**config.mk**
```make
export PLATFORM = sky130hd
export DESIGN_NAME = idli_shift_flat
export DESIGN_NICKNAME = d
export VERILOG_FILES = /design/src/rtl/idli_pkg.sv /design/src/rtl/idli_shift_if.sv /design/src/rtl/idli_shift.sv /design/src/flat_wrapper.sv
export SDC_FILE = /design/constraint.sdc
export NUM_CORES = 1
export LEC_CHECK = 0
export ABC_AREA = 1
export BUFFER_PORTS_ARGS = -buffer_cell sky130_fd_sc_hd__buf_2
export CAP_MARGIN = 10
export CELL_PAD_IN_SITES_DETAIL_PLACEMENT = 0
export CELL_PAD_IN_SITES_GLOBAL_PLACEMENT = 1
export CORE_AREA = 5 5 85 67
export DETAILED_ROUTE_END_ITERATION = 16
export DIE_AREA = 0 0 90 72
export PLACE_DENSITY = 0.76
export SLEW_MARGIN = 20
export SYNTH_ARGS = -nofsm -noshare
export SYNTH_HDL_FRONTEND = slang
export SYNTH_SLANG_ARGS = --single-unit
```
**constraint.sdc**
```tcl
create_clock -name i_clk -period 1.1 [get_ports i_clk]
set_input_delay 0.055 -clock i_clk [delete_from_list [all_inputs] [get_ports i_clk]]
set_output_delay 0.055 -clock i_clk [all_outputs]
set_load 0.01 [all_outputs]
```
**src/rtl/idli_pkg.sv**
```systemverilog
// idli_pkg: shared datapath types for the idli core (slice, slice counter, shift op).
`default_nettype none

package idli_pkg;

  typedef logic [3:0] slice_t;
  typedef logic [1:0] ctr_t;

  typedef enum logic [1:0] {
    SHIFT_OP_ROR = 2'd0,
    SHIFT_OP_ROL = 2'd1,
    SHIFT_OP_SRL = 2'd2,
    SHIFT_OP_SRA = 2'd3
  } shift_op_t;

endpackage

`default_nettype wire

```
**src/rtl/idli_shift_if.sv**
```systemverilog
// idli_shift_if: slice bus between the execute stage and the shift unit.
// Optional o_cout signal present only when IDLI_SHIFT_COUT_EN is defined.
`default_nettype none

interface idli_shift_if;
  import idli_pkg::*;

  ctr_t      i_ctr;
  logic      i_valid;
  shift_op_t i_op;
  slice_t    i_data;
  logic      o_valid;
  slice_t    o_data;
`ifdef IDLI_SHIFT_COUT_EN
  logic      o_cout;
`endif

  modport slave (
    input  i_ctr, i_valid, i_op, i_data,
    output o_valid, o_data
`ifdef IDLI_SHIFT_COUT_EN
    , output o_cout
`endif
  );

  modport master (
    output i_ctr, i_valid, i_op, i_data,
    input  o_valid, o_data
`ifdef IDLI_SHIFT_COUT_EN
    , input o_cout
`endif
  );

endinterface

`default_nettype wire

```
**src/rtl/idli_shift.sv**
```systemverilog
// idli_shift: nibble-serial one-bit shift/rotate, one result per 4-cycle window.
// Optional carry-out: define IDLI_SHIFT_COUT_EN to add o_cout.
`default_nettype none

module idli_shift
  import idli_pkg::*;
(
  input  logic          i_clk,
  input  logic          i_rst,
  idli_shift_if.slave   sh
);

  logic        r_cap_vld;
  shift_op_t   r_cap_op;
  logic [11:0] r_cap;
  logic [15:0] r_res;
  logic        r_o_valid;
  slice_t      r_o_data;
  logic [15:0] w_word;
  logic [15:0] w_shift;
  ctr_t        w_nxt;
`ifdef IDLI_SHIFT_COUT_EN
  logic        r_o_cout;
  logic        w_cout;
`endif

  assign w_word = {sh.i_data, r_cap};
  assign w_nxt  = sh.i_ctr + 2'd1;

  always_comb begin
    w_shift = {w_word[0], w_word[15:1]};
    unique case (r_cap_op)
      SHIFT_OP_ROR: w_shift = {w_word[0], w_word[15:1]};
      SHIFT_OP_ROL: w_shift = {w_word[14:0], w_word[15]};
      SHIFT_OP_SRL: w_shift = {1'b0, w_word[15:1]};
      SHIFT_OP_SRA: w_shift = {w_word[15], w_word[15:1]};
      default:      w_shift = {w_word[0], w_word[15:1]};
    endcase
  end

`ifdef IDLI_SHIFT_COUT_EN
  assign w_cout = (r_cap_op == SHIFT_OP_ROL) ? w_word[15] : w_word[0];
`endif

  always_ff @(posedge i_clk) begin
    if (i_rst) begin
      r_cap_vld <= 1'b0;
      r_cap_op  <= SHIFT_OP_ROR;
      r_cap     <= 12'h000;
      r_res     <= 16'h0000;
      r_o_valid <= 1'b0;
      r_o_data  <= 4'h0;
`ifdef IDLI_SHIFT_COUT_EN
      r_o_cout  <= 1'b0;
`endif
    end else begin
      if (sh.i_ctr == 2'd0) begin
        r_cap_vld <= sh.i_valid;
        r_cap_op  <= sh.i_op;
      end

      case (sh.i_ctr)
        2'd0:    r_cap[3:0]  <= sh.i_data;
        2'd1:    r_cap[7:4]  <= sh.i_data;
        2'd2:    r_cap[11:8] <= sh.i_data;
        default: ;
      endcase

      // Output registers run one slice ahead of i_ctr so o_data lines up with the counter.
      if (sh.i_ctr == 2'd3) begin
        if (r_cap_vld) begin
          r_res     <= w_shift;
          r_o_valid <= 1'b1;
          r_o_data  <= w_shift[3:0];
`ifdef IDLI_SHIFT_COUT_EN
          r_o_cout  <= w_cout;
`endif
        end else begin
          r_o_valid <= 1'b0;
          r_o_data  <= 4'h0;
`ifdef IDLI_SHIFT_COUT_EN
          r_o_cout  <= 1'b0;
`endif
        end
      end else begin
        r_o_data <= r_o_valid ? r_res[{w_nxt, 2'b00} +: 4] : 4'h0;
      end
    end
  end

  assign sh.o_valid = r_o_valid;
  assign sh.o_data  = r_o_data;
`ifdef IDLI_SHIFT_COUT_EN
  assign sh.o_cout  = r_o_cout;
`endif

endmodule

`default_nettype wire

```
**src/flat_wrapper.sv**
```systemverilog
// flat-port wrapper written by rule: the top's interface ports become plain ports
module idli_shift_flat import idli_pkg::*;
  (i_clk, i_rst, sh_i_ctr, sh_i_valid, sh_i_op, sh_i_data, sh_o_valid, sh_o_data);
  idli_shift_if sh_i ();
  input  logic i_clk;
  input  logic i_rst;
  input wire logic [$bits(sh_i.i_ctr)-1:0] sh_i_ctr;
  input wire logic [$bits(sh_i.i_valid)-1:0] sh_i_valid;
  input wire logic [$bits(sh_i.i_op)-1:0] sh_i_op;
  input wire logic [$bits(sh_i.i_data)-1:0] sh_i_data;
  output wire logic [$bits(sh_i.o_valid)-1:0] sh_o_valid;
  output wire logic [$bits(sh_i.o_data)-1:0] sh_o_data;
  assign sh_i.i_ctr = sh_i_ctr;
  assign sh_i.i_valid = sh_i_valid;
  assign sh_i.i_op = sh_i_op;
  assign sh_i.i_data = sh_i_data;
  assign sh_o_valid = sh_i.o_valid;
  assign sh_o_data = sh_i.o_data;
  idli_shift u_core (.i_clk(i_clk), .i_rst(i_rst), .sh(sh_i));
endmodule
```
==> Word level (Yosys, flattened, before mapping) <==
Cells that the tools add are included.
W data, S select, Z words.
{ "totals": {"word_cells": 24, "inputBits": 11, "register_bits": 36, "output_inout_bits": 5} }
{ "classes": {"reduce_logical": 3, "muxes": 5, "n_addsub": 1, "eq_ne": 6, "n_shift": 1} }
{ "ops": {"columns": ["cell", "count"], "rows": [
  ["$pmux W16 S4", 1],
  ["$shiftx A16 B5 Y4", 1],
  ["$mux W4", 3],
  ["$eq A2 B2 Y1 const B", 4],
  ["$eq A2 B1 Y1 const B", 2],
  ["$logic_not A2 Y1", 2],
  ["$add A2 B1 Y2 const B", 1],
  ["$reduce_and A2 Y1", 1],
  ["$mux W1", 1]
]} }

==> Longest topological paths before layout <==
Gate-level depths: netlist of the first run.
{ "depth": {"word_depth": 4, "mapped_depth": 8} }

==> Least setup slack after synthesis of the first run <==
No wires, ideal clock.
{ "synth_timing": {"path_kind": "in2reg", "startpoint": "in sh_i_ctr[0]", "endpoint": "reg u_core.r_o_data[2], in the netlist u_core.sh.o_data[2]", "path_buffers": 1, "stages": 8, "path_slack_ns": 0.044, "arrival_ns": 0.990, "cell_sequence": "buf_4 -> inv_2 -> ha_1 -> inv_1 -> nand3_1 -> nand2_1 -> nand2_1 -> a21oi_2"} }
{ "synth_between": {"elab_chain_len": 4, "word_cells_on_any_way": 5} }
{ "synth_rtl": {"columns": ["element", "line", "text"], "rows": [
  ["from (decl)", "flat_wrapper.sv:7", "input wire logic [$bits(sh_i.i_ctr)-1:0] sh_i_ctr;"],
  ["$add A2 B1 Y2", "idli_shift.sv:28", "assign w_nxt = sh.i_ctr + 2'd1;"],
  ["$shiftx A16 B5 Y4", "idli_shift.sv:86", "r_o_data <= r_o_valid ? r_res[{w_nxt, 2'b00} +: 4] : 4'h0;"],
  ["$mux W4", "idli_shift.sv:86", null],
  ["$mux W4 (*)", "idli_shift.sv:70", "if (sh.i_ctr == 2'd3) begin"],
  ["to (signal assigned)", "idli_shift.sv:74", "r_o_data <= w_shift[3:0];"],
  ["to (signal assigned)", "idli_shift.sv:86", null],
  ["to (decl)", "idli_shift.sv:18", "slice_t r_o_data;"]
]} }
Every way passes the cells marked *; elsewhere a longest branch is shown, timed or not.
A chain may end at the register's enable or synchronous reset.

==> Final worst setup path of the first run <==
{ "layout_timing": {"startpoint": "reg u_core.r_cap_op[0]", "endpoint": "reg u_core.r_o_data[0], in the netlist u_core.sh.o_data[0]"} }
{ "layout_between": {"elab_chain_len": 4, "word_cells_on_any_way": 7} }
{ "layout_rtl": {"columns": ["element", "line", "text"], "rows": [
  ["from (decl)", "idli_shift.sv:14", "shift_op_t r_cap_op;"],
  ["from (signal assigned)", "idli_shift.sv:59", "r_cap_op <= sh.i_op;"],
  ["$eq A2 B2 Y1 (tied with other cells)", "idli_shift.sv:32", "unique case (r_cap_op)"],
  ["$pmux W16 S4 (*)", "idli_shift.sv:32", null],
  ["$mux W4 (*)", "idli_shift.sv:71", "if (r_cap_vld) begin"],
  ["$mux W4 (*)", "idli_shift.sv:70", null]
]} }
Marked as above.

==> key figures, run 1 <==
STA
  • Max Slew Vio Count: 0
  • Endpoints failing setup: 0
  • Hold Violations, Final: 0
  • Fmax: 963 MHz
  • Fin Setup TNS: 0 ns
  • Slew headroom: 75.4%
  • Fin Clk Skew: 0.00609 ns
  • Final period util: 94.4%
  • RSZ-0062 raised after global routing: true
  • Slew @ Worst Pin: 0.368 ns
  • Tmin final: 1.04 ns

Place
  • Hpwl dp: 3.10 mm
  • PortBufs: 15
  • Gpl congestion: 0.795

Synthesis
  • Post-synth ARST share: 0%
  • Synth area leader: dfxtp_1
  • Sequential-to-total area share from yosys stat: 41.6%
  • Commonest cells post-synth: nand2_1 (49), inv_1 (42), dfxtp_1 (36)
  • Yosys cell types: 21
  • Synth Flop Type: dfxtp_1
  • #FFs+latches synth: 36
  • Post-synth top area share: 41.6%
  • Most frequent cell after synthesis: nand2_1
  • Post-Syn Instances: 239
  • Syn Nets: 254
  • Dominant cells by area after synthesis: dfxtp_1 (42%), nand2_1 (11%), inv_1 (9.1%), a21oi_1 (8.7%), o21ai_0 (5.8%)
  • Syn Area/Cell: 7.26 um^2
  • Number of flops mapped to enable cells by yosys: 0
  • Synth warn: 0
  • Mapped Area: 0.00173 mm^2

Flow run
  • Max-Cap Viols: 0

Worst hold path
  • Worst Hold Class: input pin to flop
  • Hold Crit Depth: 3

Worst setup path
  • Required time of the worst setup path: 1.32 ns
  • Worst EP arrival: 1.25 ns
  • CP max FO: 6
  • Critical path's slowest cell: dfxtp_4
  • Startpoint Class: flop
  • Worst-path cell chain: nand2_8 -> buf_4 -> nand2_1 -> nand3_2 -> a21oi_2
  • CP max stage delay: 0.41 ns
  • Worst Setup End Kind: flop
  • Setup CP Type: flop to flop
  • Cell depth of the worst flop-to-flop path: 5

Outcome
  • Status: finished, final reports clean

Drt
  • Detailed Route Iter0 Violations: 79
  • Routed WL per cell: 13.0 um
  • Drc violations: 0
  • Antenna Nets Post-Route: 0
  • Final WL: 4.28 mm
  • Drt pass-1 iters: 4
  • Vias: 1,550
  • Vias/cell: 4.71

CTS
  • Clk Latency, worst-skew pair: 0.28 ns
  • CTS Buf Count: 5
  • CTS sink cnt: 36
  • CTS clock-pin slew for the worst setup and hold paths: 0.07 ns
  • CTS tree: built
  • Bufs on Longest Clock Path: 2
  • CTS root buf: clkbuf_8
  • H-tree depth: 2

Floorplan
  • Core box area: 0.00476 mm^2
  • Starting Density: 36.4%
  • Die area: 0.00648 mm^2
  • Io pins: 16
  • Placement row count: 22
  • Die span in y: 72 um
  • Chip width: 90 um

Global routing
  • First-pass GRT wire length: 7.07 mm
  • Initial antenna violation count: 0
  • Grt ovf: 0
  • Largest net degree at the start of global routing: 22
  • Vias in the first global route: 1,475
  • Gr usage total: 13.5%

Finish
  • N_diodes: 0
  • Filler cells: 505
  • Area grow syn2layout: 21.4%
  • Final core utilization: 44.2%
  • Final #Nets: 283
  • Share of layout cells above drive strength 1: 24.2%

Power and ir drop
  • Worst VDD drop: 0.000672 V
  • PD cells: 1300 mW/mm^2
  • P_leak: 0.969 nW
[cell type report]
cell class              count  area (um^2)  share of cell area [%]
multi-input cells         148          815                    38.7
flip-flops and latches     36          726                    34.5
repair buffers             31          211                    10.0
inverters                  46          188                    8.92
clock buffers               8         90.1                    4.28
well taps                  60         75.1                    3.57
[report_power, final]
part	internal (W)	switching [W]	total, W	leakage (nW)
combinational	0.000145	0.000228	0.000373	0.628
sequential	0.00136	0.0000398	0.00140	0.295
clock	0.000511	0.000453	0.000964	0.0455
total	0.00201	0.000720	0.00273	0.969
[cell families (layout without fill, tap and decap cells)]
group	Yosys count	count (layout)	share of synthesized area [%]
AO/OA/AOI/OAI	60	60	19.3
flip-flops	36	36	41.6
adder cells (fa/ha/maj)	4	4	2.89
AND/OR/NAND/NOR	83	84	21.8
buffers and inverters	56	85	14.4
[metrics by stage]
| step | worst slack, ns | std cells | area (um^2) | hold slack, ns | total power [W] |
|---|---|---|---|---|---|
| 6_report | 0.0617 | 329 | 2100 | 0.0272 | 0.00273 |
| 5_1_grt | -0.00652 | 329 | 2100 | 0.0277 | 0.00288 |
| 4_1_cts | 0.0123 | 327 | 2030 | 0.0132 | 0.00274 |
| 3_5_place_dp | -0.0245 | 319 | 1940 | 0.314 | 0.00177 |
| 3_3_place_gp | -0.0252 | 319 | 1940 | 0.307 | 0.00177 |
| 2_1_floorplan | 0.0443 | 239 | 1730 | 0.190 | 0.00165 |
[what timing repair did]
item	in CTS	in global routing
gates cloned	0	1
setup endpoints to repair	7	17
hold endpoints to repair	0	0
hold buffers	0	0
gates resized for setup	2	16
setup buffers	0	1
pin swaps	0	0
[path summary, 6_finish.rpt]
kind	end	from	slack [ns]
hold reg to reg	u_core.r_res[3]$_SDFFE_PP0P_	u_core.r_res[3]$_SDFFE_PP0P_	0.47
setup / recovery	u_core.sh.o_data[0]$_SDFF_PP0_	u_core.r_cap_op[0]$_SDFFE_PP0N_	0.06
setup reg to reg	u_core.sh.o_data[0]$_SDFF_PP0_	u_core.r_cap_op[0]$_SDFFE_PP0N_	0.06
hold / removal	u_core.r_cap_vld$_SDFFE_PP0N_	sh_i_valid	0.03
[registers in the layout, summed over array words and instances, names as in the netlist]
signal and cells:
u_core.sh.o_valid 1, u_core.r_cap 12, u_core.r_cap_vld 1, u_core.sh.o_data 4
u_core.r_cap_op 2, u_core.r_res 16
[cells in the final DEF (no fill, tap or decap), types with 2 or more instances in the layout]
master and n:
a21oi_1 26, a21oi_2 6, buf_2 15, buf_4 14
clkbuf_1 2, clkbuf_8 6, dfxtp_1 34, ha_1 4
inv_1 42, inv_6 2, nand2_1 48, nand2_2 7
nand2_4 2, nand3_1 16, nand3_2 2, nor2_1 7
o211ai_1 5, o211ai_2 2, o21ai_0 19
[critical path, delay by kind of cell (launching register included)]
kind | cells | cell delay [ns]
DFF | 1 | 0.41
and+or+nand+nor | 3 | 0.27
AOI/OAI and AO/OA | 1 | 0.14
buffers and inverters | 1 | 0.15
[layer usage]
layer	track usage (%)	wire length [um]	vias up
met1	20.0	2150	697
met2	19.7	1870	36
met4	2.98	20	0
li1	-	-	813
met3	3.21	249	4
met5	0	0	-
(Power assumes the default switching activity.)
==> inputs of run 2 (changes only) <==
--- a/config.mk
+++ b/config.mk
@@ -5,14 +5,14 @@
 export SDC_FILE = /design/constraint.sdc
 export NUM_CORES = 1
 export LEC_CHECK = 0
-export ABC_AREA = 1
+export ABC_AREA = 0
 export BUFFER_PORTS_ARGS = -buffer_cell sky130_fd_sc_hd__buf_2
 export CAP_MARGIN = 10
 export CELL_PAD_IN_SITES_DETAIL_PLACEMENT = 0
 export CELL_PAD_IN_SITES_GLOBAL_PLACEMENT = 1
-export CORE_AREA = 5 5 85 67
+export CORE_AREA = 5 5 79 63
 export DETAILED_ROUTE_END_ITERATION = 16
-export DIE_AREA = 0 0 90 72
+export DIE_AREA = 0 0 84 68
 export PLACE_DENSITY = 0.76
 export SLEW_MARGIN = 20
 export SYNTH_ARGS = -nofsm -noshare
==> run 2 against run 1 <==
  * The run now ends with setup timing left
  * Non-clock buffer count shrank 1
  * Clock power grew 0.6%
  * First-iteration DRC count shrank 33%
  * Maximum frequency shrank 5.7%
  * Critical path depth shrank 1
  * Critical path type unchanged
  * Critical endpoint is now u_core.r_res[8]$_SDFFE_PP0P_
  * Largest power group unchanged
  * Highest routed layer unchanged
==> key figures, run 2 <==
STA
  • RSZ-0062 raised after global routing: true (unchanged)
  • Fin Setup TNS: -0.00109 ns (was 0 ns)
  • Hold Violations, Final: 0 (unchanged)
  • Final period util: 100% (was 94.4%)
  • Fin Clk Skew: 0.0109 ns (was 0.00609 ns)
  • Slew @ Worst Pin: 0.304 ns (was 0.368 ns)
  • Endpoints failing setup: 1 (was 0)
  • Final worst slack: -0.00109 ns (was 0.0617 ns)
  • Tmin final: 1.10 ns (was 1.04 ns)
  • Slew headroom: 79.7% (was 75.4%)
  • Max Slew Vio Count: 0 (unchanged)
  • Fmax: 908 MHz (was 963 MHz)

Global routing
  • Vias in the first global route: 1,138 (was 1,475)
  • First-pass GRT wire length: 5.38 mm (was 7.07 mm)
  • Grt ovf: 0 (unchanged)
  • Gr usage total: 12.3% (was 13.5%)
  • Initial antenna violation count: 0 (unchanged)
  • Largest net degree at the start of global routing: 27 (was 22)

Finish
  • FF+latch area: 724 um^2 (was 726 um^2)
  • Max reg flops: 16 (unchanged)
  • Area grow syn2layout: 29.1% (was 21.4%)
  • Commonest non-fill, non-tap cell in the layout: dfxtp_1 (was nand2_1)
  • Most frequent cells in the layout: dfxtp_1 (33), mux2i_1 (31), nor2_1 (29), buf_2 (15), a211oi_1 (10) (was nand2_1 (48), inv_1 (42), dfxtp_1 (34), a21oi_1 (26), o21ai_0 (19))
  • Filler cells: 412 (was 505)
  • Final #Nets: 203 (was 283)
  • Most flop-heavy register: u_core.r_res (unchanged)
  • Share of layout cells above drive strength 1: 33.9% (was 24.2%)
  • Multi-input gate area: 896 um^2 (was 815 um^2)
  • N_diodes: 0 (unchanged)
  • Non-filler cells, final: 246 (was 329)

Worst setup path
  • R2r startpoint: u_core.r_cap_op[1]$_SDFFE_PP0N_ (was u_core.r_cap_op[0]$_SDFFE_PP0N_)
  • Cell depth of the worst flop-to-flop path: 4 (was 5)
  • Required time of the worst setup path: 1.27 ns (was 1.32 ns)
  • Setup CP Type: flop to flop (unchanged)
  • Startpoint Class: flop (unchanged)
  • Worst EP arrival: 1.27 ns (was 1.25 ns)
  • Worst setup endpoint: u_core.r_res[8]$_SDFFE_PP0P_ (was u_core.sh.o_data[0]$_SDFF_PP0_)
  • RR Endpoint: u_core.r_res[8]$_SDFFE_PP0P_ (was u_core.sh.o_data[0]$_SDFF_PP0_)
  • CP max FO: 7 (was 6)
  • Worst Setup End Kind: flop (unchanged)
  • Worst Setup SP: u_core.r_cap_op[1]$_SDFFE_PP0N_ (was u_core.r_cap_op[0]$_SDFFE_PP0N_)
  • R2r setup slk: -0.001 ns (was 0.06 ns)

Drt
  • Max Used Layer: met4 (unchanged)
  • DR WL met2: 1.53 mm (was 1.87 mm)
  • Drc violations: 0 (unchanged)
  • M1 WL: 1.77 mm (was 2.15 mm)
  • Antenna Nets Post-Route: 0 (unchanged)
  • Routed WL per cell: 14.2 um (was 13.0 um)
  • Vias/cell: 4.88 (was 4.71)
  • Met3 wire len: 149 um (was 249 um)
  • Vias: 1,201 (was 1,550)
  • Final WL: 3.50 mm (was 4.28 mm)
  • Drt pass-1 iters: 4 (unchanged)
  • Detailed Route Iter0 Violations: 53 (was 79)

Place
  • Post-Place Worst Slack: -0.158 ns (was -0.0245 ns)
  • Placed insts: 237 (was 319)
  • Hpwl dp: 2.47 mm (was 3.10 mm)
  • Gpl congestion: 0.755 (was 0.795)
  • PortBufs: 15 (unchanged)

CTS
  • Bufs on Longest Clock Path: 2 (unchanged)
  • H-tree depth: 2 (unchanged)
  • CTS tree: built (unchanged)
  • CTS clock-pin slew for the worst setup and hold paths: 0.08 ns (was 0.07 ns)
  • Clk Latency, worst-skew pair: 0.29 ns (was 0.28 ns)
  • CTS sink cnt: 36 (unchanged)
  • CTS root buf: clkbuf_8 (unchanged)
  • CTS Buf Count: 5 (unchanged)

Synthesis
  • #FFs+latches synth: 36 (unchanged)
  • Mapped Area: 0.00160 mm^2 (was 0.00173 mm^2)
  • Syn Area/Cell: 9.74 um^2 (was 7.26 um^2)
  • Synth area leader: dfxtp_1 (unchanged)
  • Post-synth ARST share: 0% (unchanged)
  • Most frequent cell after synthesis: dfxtp_1 (was nand2_1)
  • Syn Nets: 179 (was 254)
  • Post-Syn Instances: 164 (was 239)
  • Number of flops mapped to enable cells by yosys: 0 (unchanged)
  • Synth warn: 0 (unchanged)
  • Commonest cells post-synth: dfxtp_1 (36), mux2i_1 (34), nor2_1 (29) (was nand2_1 (49), inv_1 (42), dfxtp_1 (36))
  • Dominant cells by area after synthesis: dfxtp_1 (45%), mux2i_1 (21%), nor2_1 (6.8%), a211oi_1 (5.2%), a21oi_1 (3.4%) (was dfxtp_1 (42%), nand2_1 (11%), inv_1 (9.1%), a21oi_1 (8.7%), o21ai_0 (5.8%))
  • Yosys cell types: 20 (was 21)
  • Synth Flop Type: dfxtp_1 (unchanged)
  • Post-synth top area share: 45.1% (was 41.6%)
  • Sequential-to-total area share from yosys stat: 45.1% (was 41.6%)

Power and ir drop
  • P_leak: 0.908 nW (was 0.969 nW)
  • Worst VDD drop: 0.000806 V (was 0.000672 V)
  • Overall power: 0.00267 W (was 0.00273 W)
  • PD cells: 1290 mW/mm^2 (was 1300 mW/mm^2)

Floorplan
  • Starting Density: 38.0% (was 36.4%)
  • Io pins: 16 (unchanged)
  • Die area: 0.00571 mm^2 (was 0.00648 mm^2)
  • Core box area: 0.00420 mm^2 (was 0.00476 mm^2)
  • Placement row count: 21 (was 22)
  • Chip width: 84 um (was 90 um)
  • Die span in y: 68 um (was 72 um)

Outcome
  • Status: finished with violations (was finished, final reports clean)
  • Failing checks: setup timing

Flow run
  • Max-Cap Viols: 0 (unchanged)

Worst hold path
  • Worst Hold Class: input pin to flop (unchanged)
[run 2: cell type report]
type / count / share of cell area [%]
multi-input cells: 113 / 43.4
repair buffers: 30 / 13.2
inverters: 2 / 0.364
flip-flops and latches: 36 / 35.1
well taps: 57 / 3.46
clock inverters: 2 / 0.485
clock buffers: 6 / 4.00
[run 2: repair_timing]
| action | CTS | global route |
|---|---|---|
| resized for setup | 3 | 17 |
| pin swaps | 4 | 14 |
| buffers inserted | 0 | 0 |
| endpoints found under the setup margin | 4 | 19 |
| cloned | 0 | 1 |
| hold buffers | 0 | 0 |
[run 2: kinds of logic after synthesis]
kind of cell / Yosys count / synth area share [%]
flops: 36 / 45.1
compound gates: 27 / 11.3
simple gates: 44 / 11.1
fa+ha+maj: 4 / 3.13
mux: 38 / 24.1
buf+inv: 15 / 5.25
[run 2: metrics by stage]
stage / hold WS [ns] / cell area [um^2] / utilization (%)
CTS: 0.00191 / 1970 / 46.9
floorplan: 0.202 / 1640 / -
finish: 0.00368 / 2060 / 49.1
detailed placement: 0.300 / 1870 / 44.5
global placement: 0.287 / 1870 / 44.5
global route: 0.00416 / 2060 / 49.1
[run 2: critical path: stages (launching register included)]
cell and delay (ns):
dfxtp_2 0.32, nand2b_4 0.20, buf_12 0.14, mux2i_1 0.22, a211oi_1 0.10
[run 2: worst min path at each step]
| stage | startpoint | to | slack, ns | cells past startpoint |
|---|---|---|---|---|
| 3_5_place_dp | sh_i_op[1] | u_core.r_cap_op[1]$_SDFFE_PP0N_ | 0.30 | 3 |
| 2_1_floorplan | sh_i_op[1] | u_core.r_cap_op[1]$_SDFFE_PP0N_ | 0.20 | 2 |
| 6_report | sh_i_valid | u_core.r_cap_vld$_SDFFE_PP0N_ | 0.004 | 3 |
| 5_1_grt | sh_i_op[1] | u_core.r_cap_op[1]$_SDFFE_PP0N_ | 0.004 | 3 |
| 4_1_cts | sh_i_op[1] | u_core.r_cap_op[1]$_SDFFE_PP0N_ | 0.002 | 3 |
| 3_3_place_gp | sh_i_valid | u_core.r_cap_vld$_SDFFE_PP0N_ | 0.29 | 3 |
[run 2: where the power goes]
| group | switching (W) | internal (W) |
|---|---|---|
| Combinational | 0.000159 | 0.000172 |
| Sequential | 0.0000276 | 0.00134 |
| Clock | 0.000470 | 0.000500 |
[run 2: routing by layer]
| layer | up-vias | GRT usage (%) |
|---|---|---|
| met5 | - | 0 |
| met4 | 0 | 5.42 |
| met3 | 8 | 4.09 |
| met2 | 19 | 19.3 |
| met1 | 559 | 15.6 |
| li1 | 615 | - |
==> inputs of run 3 (changes only) <==
--- a/config.mk
+++ b/config.mk
@@ -13,7 +13,7 @@
 export CORE_AREA = 5 5 79 63
 export DETAILED_ROUTE_END_ITERATION = 16
 export DIE_AREA = 0 0 84 68
-export PLACE_DENSITY = 0.76
+export PLACE_DENSITY = 0.78
 export SLEW_MARGIN = 20
 export SYNTH_ARGS = -nofsm -noshare
 export SYNTH_HDL_FRONTEND = slang
==> run 3 against run 2 <==
  * The flow still finishes with violations (setup timing)
  * Wire length shrank 1.7%
  * Via count grew 1.1%
  * Flip-flop and latch count unchanged
  * Sequential power barely moved
  * Cell area increased by 1.1%
  * Highest routed layer unchanged
==> key figures, run 3 (same netlist as run 2, synthesis figures left out) <==
CTS
  • CTS tree: built (unchanged)
  • CTS Buf Count: 5 (unchanged)
  • CTS clock-pin slew for the worst setup and hold paths: 0.07 ns (was 0.08 ns)
  • Bufs on Longest Clock Path: 2 (unchanged)
  • Clk Latency, worst-skew pair: 0.29 ns (about the same)
  • CTS sink cnt: 36 (unchanged)
  • CTS root buf: clkbuf_8 (unchanged)
  • H-tree depth: 2 (unchanged)

Worst setup path
  • Cell depth of the worst flop-to-flop path: 4 (unchanged)
  • Startpoint Class: flop (unchanged)
  • CP max stage delay: 0.33 ns (was 0.32 ns)
  • Worst Setup End Kind: flop (unchanged)
  • CP max FO: 7 (unchanged)
  • Worst-path cell chain: nand2b_4 -> buf_12 -> mux2i_1 -> a211oi_1 (unchanged)
  • Worst EP arrival: 1.27 ns (about the same)
  • Required time of the worst setup path: 1.26 ns (was 1.27 ns)
  • Setup CP Type: flop to flop (unchanged)
  • Critical path's slowest cell: dfxtp_2 (unchanged)

Finish
  • Area grow syn2layout: 30.5% (was 29.1%)
  • Non-filler cells, final: 247 (was 246)
  • Share of layout cells above drive strength 1: 32.6% (was 33.9%)
  • Most frequent cells in the layout: mux2i_1 (33), dfxtp_1 (33), nor2_1 (29), buf_2 (15), a211oi_1 (9) (was dfxtp_1 (33), mux2i_1 (31), nor2_1 (29), buf_2 (15), a211oi_1 (10))
  • Most flop-heavy register: u_core.r_res (unchanged)
  • Final #Nets: 204 (was 203)
  • N_diodes: 0 (unchanged)
  • Final instance area: 0.00209 mm^2 (was 0.00206 mm^2)
  • Max reg flops: 16 (unchanged)

STA
  • Fmax: 906 MHz (was 908 MHz)
  • Tmin final: 1.10 ns (about the same)
  • Final worst slack: -0.00327 ns (was -0.00109 ns)
  • Fin Clk Skew: 0.00831 ns (was 0.0109 ns)
  • Endpoints failing setup: 1 (unchanged)
  • RSZ-0062 raised after global routing: true (unchanged)
  • Hold Violations, Final: 0 (unchanged)
  • Slew @ Worst Pin: 0.291 ns (was 0.304 ns)
  • Max Slew Vio Count: 0 (unchanged)
  • Final period util: 100% (about the same)
  • Slew headroom: 80.6% (was 79.7%)

Floorplan
  • Core box area: 0.00420 mm^2 (unchanged)
  • Starting Density: 38.0% (unchanged)
  • Io pins: 16 (unchanged)
  • Die area: 0.00571 mm^2 (unchanged)
  • Placement row count: 21 (unchanged)
  • Die span in y: 68 um (unchanged)
  • Chip width: 84 um (unchanged)

Drt
  • Vias: 1,214 (was 1,201)
  • Met3 wire len: 166 um (was 149 um)
  • Antenna Nets Post-Route: 0 (unchanged)
  • Vias/cell: 4.91 (was 4.88)
  • Max Used Layer: met4 (unchanged)
  • DR WL met2: 1.58 mm (was 1.53 mm)
  • M1 WL: 1.66 mm (was 1.77 mm)
  • Drt pass-1 iters: 4 (unchanged)
  • Routed WL per cell: 13.9 um (was 14.2 um)
  • Drc violations: 0 (unchanged)
  • Detailed Route Iter0 Violations: 28 (was 53)
  • Final WL: 3.44 mm (was 3.50 mm)

Power and ir drop
  • PD cells: 1270 mW/mm^2 (was 1290 mW/mm^2)
  • P_leak: 0.923 nW (was 0.908 nW)
  • Worst VDD drop: 0.000591 V (was 0.000806 V)

Place
  • Gpl congestion: 0.767 (was 0.755)
  • Placed insts: 236 (was 237)
  • PortBufs: 15 (unchanged)
  • Hpwl dp: 2.48 mm (was 2.47 mm)
  • Placed Instance Area: 0.00186 mm^2 (was 0.00187 mm^2)

Global routing
  • Gr usage total: 12.3% (about the same)
  • Grt ovf: 0 (unchanged)
  • Largest net degree at the start of global routing: 27 (unchanged)
  • Vias in the first global route: 1,135 (was 1,138)
  • Initial antenna violation count: 0 (unchanged)
  • First-pass GRT wire length: 5.40 mm (was 5.38 mm)

Worst hold path
  • Hold Crit Depth: 3 (unchanged)
  • Worst Hold Class: input pin to flop (unchanged)

Outcome
  • Status: finished with violations (unchanged)
  • Failing checks: setup timing (unchanged)

Flow run
  • Max-Cap Viols: 0 (unchanged)
-- run 3: worst max-delay path, delay by kind of cell, from the launching register on --
kind / cells / cell delay (ns)
buffers and inverters: 1 / 0.14
multiplexers: 1 / 0.23
AND/OR/NAND/NOR: 1 / 0.20
AO/OA/AOI/OAI: 1 / 0.10
flip-flops: 1 / 0.33
-- run 3: stage by stage --
stage               utilization [%]  setup TNS (ns)  setup WS [ns]  hold slack, ns  total power, W
finish                         49.6        -0.00327       -0.00327         0.00223         0.00265
global route                   49.6          -0.553        -0.0521          0.0353         0.00279
CTS                            46.8        -0.00523       -0.00308       0.0000984         0.00266
detailed placement             44.3          -0.718         -0.185           0.294         0.00170
global placement               44.3          -0.437         -0.112           0.286         0.00169
floorplan                         -       -0.000174      -0.000174           0.202         0.00158
-- run 3: worst paths after layout --
check                             startpoint  slack, ns                             to
max reg2reg  u_core.r_cap_op[1]$_SDFFE_PP0N_     -0.003   u_core.r_res[8]$_SDFFE_PP0P_
max          u_core.r_cap_op[1]$_SDFFE_PP0N_     -0.003   u_core.r_res[8]$_SDFFE_PP0P_
min                               sh_i_valid      0.002  u_core.r_cap_vld$_SDFFE_PP0N_
min reg2reg     u_core.r_res[0]$_SDFFE_PP0P_       0.47   u_core.r_res[0]$_SDFFE_PP0P_
-- run 3: timing repair --
item                       in CTS  in global routing
hold endpoints to repair        1                  0
pin swaps                       6                 12
gates resized for setup         2                 20
hold buffers                    1                  0
buffers inserted                0                  1
cloned                          0                  1
setup endpoints to repair       8                 18
-- run 3: cell type report --
type	count	area (um^2)
flip-flops and latches	36	724
well taps	57	71.3
repair buffers	31	282
fillers	409	2120
clock buffers	8	90.1
multi-input cells	113	911
inverters	2	7.51
-- run 3: routing by layer --
layer	vias up	track usage, %
met1	565	16.1
met5	-	0
met2	28	18.8
met3	5	4.21
li1	616	-
met4	0	5.02
-- run 3: report_power, final --
group	total (W)	internal, W	switching (W)
clock network	0.000949	0.000510	0.000439
logic	0.000334	0.000174	0.000160
registers	0.00137	0.00134	0.0000268
